### config.mk
export PLATFORM = sky130hd
export DESIGN_NAME = sad_match_trigger_flat
export DESIGN_NICKNAME = d
export VERILOG_FILES = /design/src/rtl/sad_match_trigger_if.sv /design/src/rtl/sad_match_trigger.sv /design/src/flat_wrapper.sv
export SDC_FILE = /design/constraint.sdc
export NUM_CORES = 1
export LEC_CHECK = 0
export CORE_MARGIN = 2
export CORE_UTILIZATION = 40
export DETAILED_ROUTE_END_ITERATION = 8
export GPL_TIMING_DRIVEN = 0
export REMOVE_ABC_BUFFERS = 1
export SKIP_CTS_REPAIR_TIMING = 1
export SYNTH_ARGS = -nofsm -noshare
export SYNTH_HDL_FRONTEND = slang
export SYNTH_SLANG_ARGS = --single-unit
### constraint.sdc
create_clock -name clk_adc -period 12.4 [get_ports clk_adc]
set_input_delay 2.48 -clock clk_adc [delete_from_list [all_inputs] [get_ports clk_adc]]
set_output_delay 2.48 -clock clk_adc [all_outputs]
set_load 0.02 [all_outputs]
### src/rtl/sad_match_trigger_if.sv
// Byte-wide register bus shared by the scope capture blocks.
// The master drives address/data/strobes; the slave returns combinational read data.
interface sad_match_trigger_if #(
    parameter int pBYTECNT_SIZE = 7
);
    logic [7:0]               reg_address;
    logic [pBYTECNT_SIZE-1:0] reg_bytecnt;
    logic [7:0]               reg_datai;
    logic [7:0]               reg_datao;
    logic                     reg_read;
    logic                     reg_write;

    modport master (
        output reg_address, reg_bytecnt, reg_datai, reg_read, reg_write,
        input  reg_datao
    );

    modport slave (
        input  reg_address, reg_bytecnt, reg_datai, reg_read, reg_write,
        output reg_datao
    );
endinterface

### src/rtl/sad_match_trigger.sv
// SAD pattern trigger: slides an N-sample window of ADC MSBs over a stored reference
// and pulses trigger once per arm when the absolute-difference sum drops below threshold.
module sad_match_trigger #(
    parameter int         pREF_SAMPLES     = 8,
    parameter int         pBITS_PER_SAMPLE = 12,
    parameter int         pBYTECNT_SIZE    = 7,
    parameter logic [7:0] pSAD_REFERENCE   = 8'h30,
    parameter logic [7:0] pSAD_THRESHOLD   = 8'h31,
    parameter logic [7:0] pSAD_STATUS      = 8'h32
) (
    input  logic                        clk_adc,
    input  logic                        reset,
    input  logic [pBITS_PER_SAMPLE-1:0] adc_datain,
    input  logic                        arm_i,
    sad_match_trigger_if.slave          reg_bus,
    output logic                        trigger
);
    localparam int unsigned N     = pREF_SAMPLES;
    localparam int          IDXW  = $clog2(pREF_SAMPLES);
    localparam int          SUMW  = 8 + IDXW;
    localparam int          FILLW = $clog2(pREF_SAMPLES + 1);

    logic [7:0]       sample;
    logic [7:0]       win     [pREF_SAMPLES];
    logic [7:0]       ref_mem [pREF_SAMPLES];
    logic [7:0]       diff_c  [pREF_SAMPLES];
    logic [7:0]       diff    [pREF_SAMPLES];
    logic [SUMW-1:0]  sad_c, sad_sum;
    logic [7:0]       thr_b   [4];
    logic [31:0]      threshold;
    logic             arm_q, armed, triggered, arm_rise, fire;
    logic [FILLW-1:0] fill;
    logic             v0, v1, v2;
    logic             bc_in_ref, ref_wr, thr_wr;
    logic             unused_bits;

    assign sample    = adc_datain[pBITS_PER_SAMPLE-1 -: 8];
    assign threshold = {thr_b[3], thr_b[2], thr_b[1], thr_b[0]};
    assign arm_rise  = arm_i & ~arm_q;
    assign fire      = armed & arm_i & v2 & (32'(sad_sum) < threshold);

    assign bc_in_ref = reg_bus.reg_bytecnt < pBYTECNT_SIZE'(pREF_SAMPLES);
    assign ref_wr    = reg_bus.reg_write && (reg_bus.reg_address == pSAD_REFERENCE) && bc_in_ref;
    assign thr_wr    = reg_bus.reg_write && (reg_bus.reg_address == pSAD_THRESHOLD);

    // Bus read strobe and sample LSBs play no part in the comparison.
    assign unused_bits = ^{reg_bus.reg_read, adc_datain};

    always_comb begin
        sad_c = '0;
        for (int unsigned i = 0; i < N; i++) begin
            diff_c[i] = (win[i] >= ref_mem[i]) ? (win[i] - ref_mem[i]) : (ref_mem[i] - win[i]);
            sad_c     = sad_c + SUMW'(diff[i]);
        end
    end

    always_comb begin
        reg_bus.reg_datao = '0;
        case (reg_bus.reg_address)
            pSAD_REFERENCE: if (bc_in_ref) reg_bus.reg_datao = ref_mem[reg_bus.reg_bytecnt[IDXW-1:0]];
            pSAD_THRESHOLD: reg_bus.reg_datao = thr_b[reg_bus.reg_bytecnt[1:0]];
            pSAD_STATUS:    reg_bus.reg_datao = {7'b0, triggered};
            default:        reg_bus.reg_datao = '0;
        endcase
    end

    always_ff @(posedge clk_adc) begin
        if (reset) begin
            for (int unsigned i = 0; i < N; i++) begin
                win[i]     <= '0;
                ref_mem[i] <= '0;
                diff[i]    <= '0;
            end
            for (int unsigned i = 0; i < 4; i++) thr_b[i] <= '0;
            sad_sum   <= '0;
            arm_q     <= 1'b0;
            armed     <= 1'b0;
            triggered <= 1'b0;
            fill      <= '0;
            v0        <= 1'b0;
            v1        <= 1'b0;
            v2        <= 1'b0;
            trigger   <= 1'b0;
        end else begin
            arm_q <= arm_i;

            for (int unsigned i = 0; i + 1 < N; i++) win[i] <= win[i+1];
            win[N-1] <= sample;
            for (int unsigned i = 0; i < N; i++) diff[i] <= diff_c[i];
            sad_sum <= sad_c;

            if (ref_wr) ref_mem[reg_bus.reg_bytecnt[IDXW-1:0]] <= reg_bus.reg_datai;
            if (thr_wr) thr_b[reg_bus.reg_bytecnt[1:0]] <= reg_bus.reg_datai;

            // Validity travels with the window through diff and sum stages; an arm edge
            // flushes it so windows from before arming can never qualify.
            if (arm_rise)                          fill <= '0;
            else if (fill != FILLW'(pREF_SAMPLES)) fill <= fill + FILLW'(1);
            v0 <= ~arm_rise & (fill >= FILLW'(pREF_SAMPLES - 1));
            v1 <= ~arm_rise & v0;
            v2 <= ~arm_rise & v1;

            trigger <= fire;

            if (arm_rise)             armed <= 1'b1;
            else if (!arm_i || fire)  armed <= 1'b0;

            if (arm_rise)  triggered <= 1'b0;
            else if (fire) triggered <= 1'b1;
        end
    end
endmodule

### src/flat_wrapper.sv
// flat-port wrapper written by rule: the top's interface ports become plain ports
module sad_match_trigger_flat 
#(
    parameter int         pREF_SAMPLES     = 8,
    parameter int         pBITS_PER_SAMPLE = 12,
    parameter int         pBYTECNT_SIZE    = 7,
    parameter logic [7:0] pSAD_REFERENCE   = 8'h30,
    parameter logic [7:0] pSAD_THRESHOLD   = 8'h31,
    parameter logic [7:0] pSAD_STATUS      = 8'h32
)
  (clk_adc, reset, adc_datain, arm_i, trigger, reg_bus_reg_address, reg_bus_reg_bytecnt, reg_bus_reg_datai, reg_bus_reg_read, reg_bus_reg_write, reg_bus_reg_datao);
  sad_match_trigger_if #(.pBYTECNT_SIZE(pBYTECNT_SIZE)) reg_bus_i ();
  input  logic clk_adc;
  input  logic reset;
  input  logic [pBITS_PER_SAMPLE-1:0] adc_datain;
  input  logic arm_i;
  output logic trigger;
  input wire logic [$bits(reg_bus_i.reg_address)-1:0] reg_bus_reg_address;
  input wire logic [$bits(reg_bus_i.reg_bytecnt)-1:0] reg_bus_reg_bytecnt;
  input wire logic [$bits(reg_bus_i.reg_datai)-1:0] reg_bus_reg_datai;
  input wire logic [$bits(reg_bus_i.reg_read)-1:0] reg_bus_reg_read;
  input wire logic [$bits(reg_bus_i.reg_write)-1:0] reg_bus_reg_write;
  output wire logic [$bits(reg_bus_i.reg_datao)-1:0] reg_bus_reg_datao;
  assign reg_bus_i.reg_address = reg_bus_reg_address;
  assign reg_bus_i.reg_bytecnt = reg_bus_reg_bytecnt;
  assign reg_bus_i.reg_datai = reg_bus_reg_datai;
  assign reg_bus_i.reg_read = reg_bus_reg_read;
  assign reg_bus_i.reg_write = reg_bus_reg_write;
  assign reg_bus_reg_datao = reg_bus_i.reg_datao;
  sad_match_trigger #(.pREF_SAMPLES(pREF_SAMPLES), .pBITS_PER_SAMPLE(pBITS_PER_SAMPLE), .pBYTECNT_SIZE(pBYTECNT_SIZE), .pSAD_REFERENCE(pSAD_REFERENCE), .pSAD_THRESHOLD(pSAD_THRESHOLD), .pSAD_STATUS(pSAD_STATUS)) u_core (.clk_adc(clk_adc), .reset(reset), .adc_datain(adc_datain), .arm_i(arm_i), .reg_bus(reg_bus_i), .trigger(trigger));
endmodule
# ---- Word level (Yosys, flattened, before mapping)
# Memory sizes are Yosys's and may differ from the RTL's.
# Cells that the tools add are included.
dict set report totals {
  register_bits 22
  latchBits 0
  memories 4
  ramBits 224
  inputBits 40
  output_inout_bits 9
  rom_bits 0
  wordCells 129
}
# memory depth word_bits rd rd_ports_with_merged_regs wr line
set memory_table {}
lappend memory_table {u_core.diff 8 8 8 0 8 sad_match_trigger.sv:27} ;# logic [7:0] diff [pREF_SAMPLES];
lappend memory_table {u_core.ref_mem 8 8 9 0 8 sad_match_trigger.sv:25} ;# logic [7:0] ref_mem [pREF_SAMPLES];
lappend memory_table {u_core.win 8 8 8 0 8 sad_match_trigger.sv:24} ;# logic [7:0] win [pREF_SAMPLES];
lappend memory_table {u_core.thr_b 4 8 5 0 4 sad_match_trigger.sv:29} ;# logic [7:0] thr_b [4];
dict set report op_classes {
  addsub 24
  n_div 0
  reduce_logical 9
  n_mul 0
  n_lt_le_gt_ge 11
  shift 0
  eq_ne 4
  mux 43
  bitwise 25
}
# operator n
set ops {}
lappend ops {{8-bit two-way mux} 27}
lappend ops {{8-bit subtractor} 16}
lappend ops {{11-bit by 8-bit adder with 11-bit output} 6}
lappend ops {{8-bit greater-or-equal comparator} 8}
lappend ops {{11-bit by 32-bit < comparator with 1-bit output} 1}
lappend ops {{8-bit by 6-bit equality test with 1-bit output (second input constant)} 3}
lappend ops {{8-bit one-hot mux with 3 select lines} 1}
lappend ops {{1-bit OR} 16}
lappend ops {{8-bit OR reduction} 2}
lappend ops {{1-bit two-way mux} 13}
lappend ops {{8-bit by 8-bit adder with 9-bit output} 1}
lappend ops {{1-bit AND} 7}
lappend ops {{7-bit by 4-bit < comparator with 1-bit output (second input constant)} 1}
lappend ops {{4-bit by 1-bit adder with 4-bit output (second input constant)} 1}
lappend ops {{4-bit by 3-bit greater-or-equal comparator with 1-bit output (second input constant)} 1}
lappend ops {{4-bit inequality test (second input constant)} 1}
lappend ops {{1-bit logical AND} 3}
lappend ops {{3-bit two-way mux} 1}
lappend ops {{2-bit two-way mux} 1}
lappend ops {{1-bit inverter} 2}
lappend ops {{2-bit nonzero test} 1}
lappend ops {{2-bit OR reduction} 1}
lappend ops {{1-bit zero test} 1}
lappend ops {{1-bit logical OR} 1}

# ---- Logic depth before layout (Yosys ltp)
dict set report logic_depth {
  ltp_word 8
  ltp_mapped 22
}

# ---- Worst setup path after synthesis
# Ideal clock, no wire load.
dict set report synth_timing {
  path_kind {input port to output port}
  from {input port reg_bus_reg_bytecnt[0]}
  to {output port reg_bus_reg_datao[3]}
  slack_ns 5.704
  required_time_ns 9.920
  arrival_time_ns 4.216
  n_path_buf 2
  cell_stages 5
  cell_sequence {clkbuf_1 > buf_1 > mux4_2 > mux2i_1 > o22ai_1}
}
dict set report synth_between {
  elab_chain_cells 3
}
# item line
set synth_lines {}
lappend synth_lines {{start, declared} flat_wrapper.sv:19} ;# input wire logic [$bits(reg_bus_i.reg_bytecnt)-1:0] reg_bus_reg_bytecnt;
lappend synth_lines {{7-bit by 4-bit < comparator with 1-bit output or memory read 8 x 8 bit (tied branches)} n/a}
lappend synth_lines {{8-bit two-way mux} sad_match_trigger.sv:60} ;# pSAD_REFERENCE: if (bc_in_ref) reg_bus.reg_datao = ref_mem[reg_bus.reg_bytecnt[IDXW-1:0]];
lappend synth_lines {{8-bit one-hot mux with 3 select lines (*)} sad_match_trigger.sv:59} ;# case (reg_bus.reg_address)
lappend synth_lines {{end, declared} flat_wrapper.sv:23} ;# output wire logic [$bits(reg_bus_i.reg_datao)-1:0] reg_bus_reg_datao;
# Mark *: on every way between the ends. The rest lies on a longest branch, timed or not.

# ---- Worst setup path after layout
dict set report layout_timing {
  from {input port reg_bus_reg_bytecnt[2]}
  to {output port reg_bus_reg_datao[4]}
}
dict set report layout_between {
  elab_chain_cells 3
}
# item line
set layout_lines {}
lappend layout_lines {{7-bit by 4-bit < comparator with 1-bit output or memory read 8 x 8 bit (tied branches)} n/a}
lappend layout_lines {{8-bit two-way mux (*)} sad_match_trigger.sv:60}
lappend layout_lines {{8-bit one-hot mux with 3 select lines (*)} sad_match_trigger.sv:59}
# Marked as above.

==> out/qor.csv <==
stage,metric,value,unit
status,status,completed,
logic_synthesis,synth_cells,1549,
floorplan,initial_utilization,0.403,
logic_synthesis,ys.flop_type,dfxtp_1,
logic_synthesis,synthAdderAreaFrac,0.195,
logic_synthesis,synth-compound-area-share,0.0992,
timing,slew_violations,0,
grt,grt_util_met2,0.315,
drt,vias,10591,
logic_synthesis,synth.cell_area,15600,µm²
worst_setup_path,r2r_setup_slack,6.62,ns
drt,dr.pass1.iters,5,
worst_setup_path,r2r_start,u_core.diff[0][8],
cts,clock_latency,0.53,ns
worst_setup_path,startpoint_type,primary input,
finish,fin_util,0.451,
logic_synthesis,ys_seq_elements,246,
placed_design,finalWeightedCongestion,0.845,
finish,drive_gt1_frac,0.0796,
logic_synthesis,synth_top_family_by_area,adder cells,
finish,final_cell_area,17400,µm²
placed_design,portBuffers,43,
floorplan,die_w,201,µm
logic_synthesis,synth_top_cell_by_area,dfxtp_1,
drt,avgViaCountPerCell,5.01,
placed_design,dpl.hpwl,29.9,mm
timing,relSlewSlack,0.149,
cts,htreeDepth,1,
drt,drt_wl_total,38.2,mm
floorplan,io_pins,49,
power,peakVddDrop,0.000162,V
cts,cts_made_buffers,27,
logic_synthesis,synthArstFlopShare,0,
floorplan,num_rows,72,
floorplan,core-area,38600,µm²
worst_setup_path,worstRegToRegCells,22,
logic_synthesis,synth_mux_area_frac,0.0780,
logic_synthesis,synth_area_per_cell,10.0,µm²
cts,clk_pin_slew,0.06,ns
power,power_leakage,7.66,nW
logic_synthesis,synth.area.top_cells,"dfxtp_1 19%, edfxtp_1 19%, ha_1 12%",
timing,skew,0.00942,ns
cts,root_buffer,clkbuf_16,
cts,cts_tree,yes,
timing,tightestPinTransition,1.26,ns
grt,met1_usage,0.251,
floorplan,die_area,40500,µm²
cts,clock_tree.buffer_depth,3,
timing,period_minus_slack,7.92,ns
drt,wl_per_cell,18.1,µm
grt,grt_max_degree,101,
grt,grt_pass1_wl,59.0,mm
cts,clock-sinks,246,
logic_synthesis,yosys_warnings,0,
finish,num-nets-final,1825,
logic_synthesis,synth_top_area_share,0.193,
power,power.density,159,nW/µm²
floorplan,chipHeight,201,µm
timing,rsz0062_at_grt,false,
drt,drt_iter0_markers,737,
timing,fmaxAchievable,126,MHz
placed_design,dpl-instance-area,16500,µm²
worst_setup_path,end_kind,output port,
logic_synthesis,synth-xor-area-share,0.0270,
grt,grt.busiest_layer,met2,
timing,hold_violations,0,
worst_setup_path,crit_required,9.92,ns
drt,drtAntennaViolNets,0,
grt,first_global_vias,10519,
timing,setup_viol,0,
hold_path,holdPathStages,1,
worst_setup_path,crit_fanout,20,
worst_setup_path,arrival,5.44,ns
placed_design,dp_slack,4.25,ns
finish,syn_to_final_growth,11.9,%
timing,final.setup.tns,0,ns
logic_synthesis,synth_cell_types,61,
grt,grt_antenna_before_repair,0,
worst_setup_path,r2r_end,u_core.sad_sum[10],
run,drv_cap,0,
grt,overflow,0,
logic_synthesis,seq_area_frac_synth,0.378,
worst_setup_path,critPathKind,primary input to output port,
timing,finalCritPeriodShare,0.639,
grt,grt_usage,0.189,
drt,drc,0,
grt,gr-usage-met3,0.0264,
hold_path,hp-start,u_core.v1,
logic_synthesis,synthSimpleGateAreaFrac,0.157,
hold_path,hp-class,flop to flop,
hold_path,whs_endpoint,u_core.v2,
logic_synthesis,synth_edf_count,96,
finish,antenna_cells,0,
timing,setup_ws,4.48,ns
==> layer usage <==
layer	routed length, µm	part of all wire	vias to the layer above
met4	1510	0.039	0
met3	1780	0.047	69
li1	-	-	5229
met2	17600	0.46	261
met1	17400	0.45	5032
met5	0	0	-
==> power breakdown <==
part           leakage (nW)  switching, mW  internal, mW
Sequential             2.15         0.0480         0.901
Clock                 0.452          0.343         0.482
Combinational          5.06          0.596         0.402
==> flip-flops by register name, summed over array words and instances (netlist names) <==
register          flops
u_core.v2             1
u_core.thr_b         32
u_core.diff          64
u_core.arm_q          1
u_core.armed          1
u_core.fill           4
u_core.v0             1
u_core.sad_sum       11
u_core.ref_mem       64
u_core.trigger        1
u_core.triggered      1
u_core.v1             1
u_core.win           64
==> metrics by stage <==
stage / power, mW / std cells / hold slack, ns
3_5_place_dp: 1.97 / 2064 / 0.416
3_3_place_gp: 1.97 / 2062 / 0.414
4_1_cts: 2.81 / 2113 / 0.430
2_1_floorplan: 1.61 / 1501 / 0.406
6_report: 2.77 / 2113 / 0.426
5_1_grt: 2.94 / 2113 / 0.451
==> placed cells by master (no fill, tap or decap), drive strengths merged, types with 9 or more instances in the layout <==
cell type	n
nor2b	70
xnor2	23
a211oi	10
nand2	30
o21a	13
or2	17
and2	104
edfxtp	96
fa	55
xor2	25
nor3	17
clkbuf	33
ha	155
mux4	21
o22ai	9
a21o	36
mux2	24
nor2	149
clkdlybuf4s50	40
o21ai	51
a31oi	11
mux2i	47
dfxtp	150
inv	223
a21oi	53
nand2b	29
==> logic make-up after synthesis <==
kind of cell,after synthesis
xor gates and xnor gates,48
and+or+nand+nor,451
muxes,92
buffers and inverters,267
adders and majority gates,210
DFF,246
AOI/OAI and AO/OA,235
==> area by class of cell <==
cell class | count | area (µm²)
fillers | 3690 | 21200
multi-input cells | 1036 | 8660
flip-flops and latches | 246 | 5890
inverters | 219 | 822
clock buffers | 33 | 761
well taps | 518 | 648
repair buffers | 45 | 469
clock inverters | 16 | 158
==> worst max-delay path: stages <==
cell and delay [ns]:
clkdlybuf4s50_1 0.94, inv_1 0.44, nand2_1 0.09, mux4_2 0.46
o21a_1 0.14, o22ai_1 0.21, clkdlybuf4s50_1 0.66
==> synthesized netlist by cell type (all sizes together), types with 17 or more instances <==
| master | instances |
|---|---|
| inv | 219 |
| ha | 155 |
| dfxtp | 150 |
| nor2 | 149 |
| and2 | 104 |
| edfxtp | 96 |
| nor2b | 70 |
| fa | 55 |
| a21oi | 53 |
| o21ai | 51 |
| mux2i | 47 |
| clkbuf | 37 |
| a21o | 36 |
| nand2 | 30 |
| nand2b | 29 |
| xor2 | 25 |
| mux2 | 24 |
| xnor2 | 23 |
| mux4 | 21 |
| nor3 | 17 |
| or2 | 17 |
==> worst max path at each step <==
stage                            from                   end  slack, ns  depth (start not counted)
6_report       reg_bus_reg_bytecnt[2]  reg_bus_reg_datao[4]       4.48                          7
5_1_grt        reg_bus_reg_bytecnt[2]  reg_bus_reg_datao[4]       4.27                          7
4_1_cts        reg_bus_reg_bytecnt[1]  reg_bus_reg_datao[5]       4.24                          5
3_5_place_dp   reg_bus_reg_bytecnt[1]  reg_bus_reg_datao[5]       4.25                          5
3_3_place_gp                    reset    u_core.thr_b[0][0]       3.29                          5
2_1_floorplan  reg_bus_reg_address[1]  reg_bus_reg_datao[6]       5.99                          3
Note: power is estimated with default switching activity, not from simulation.
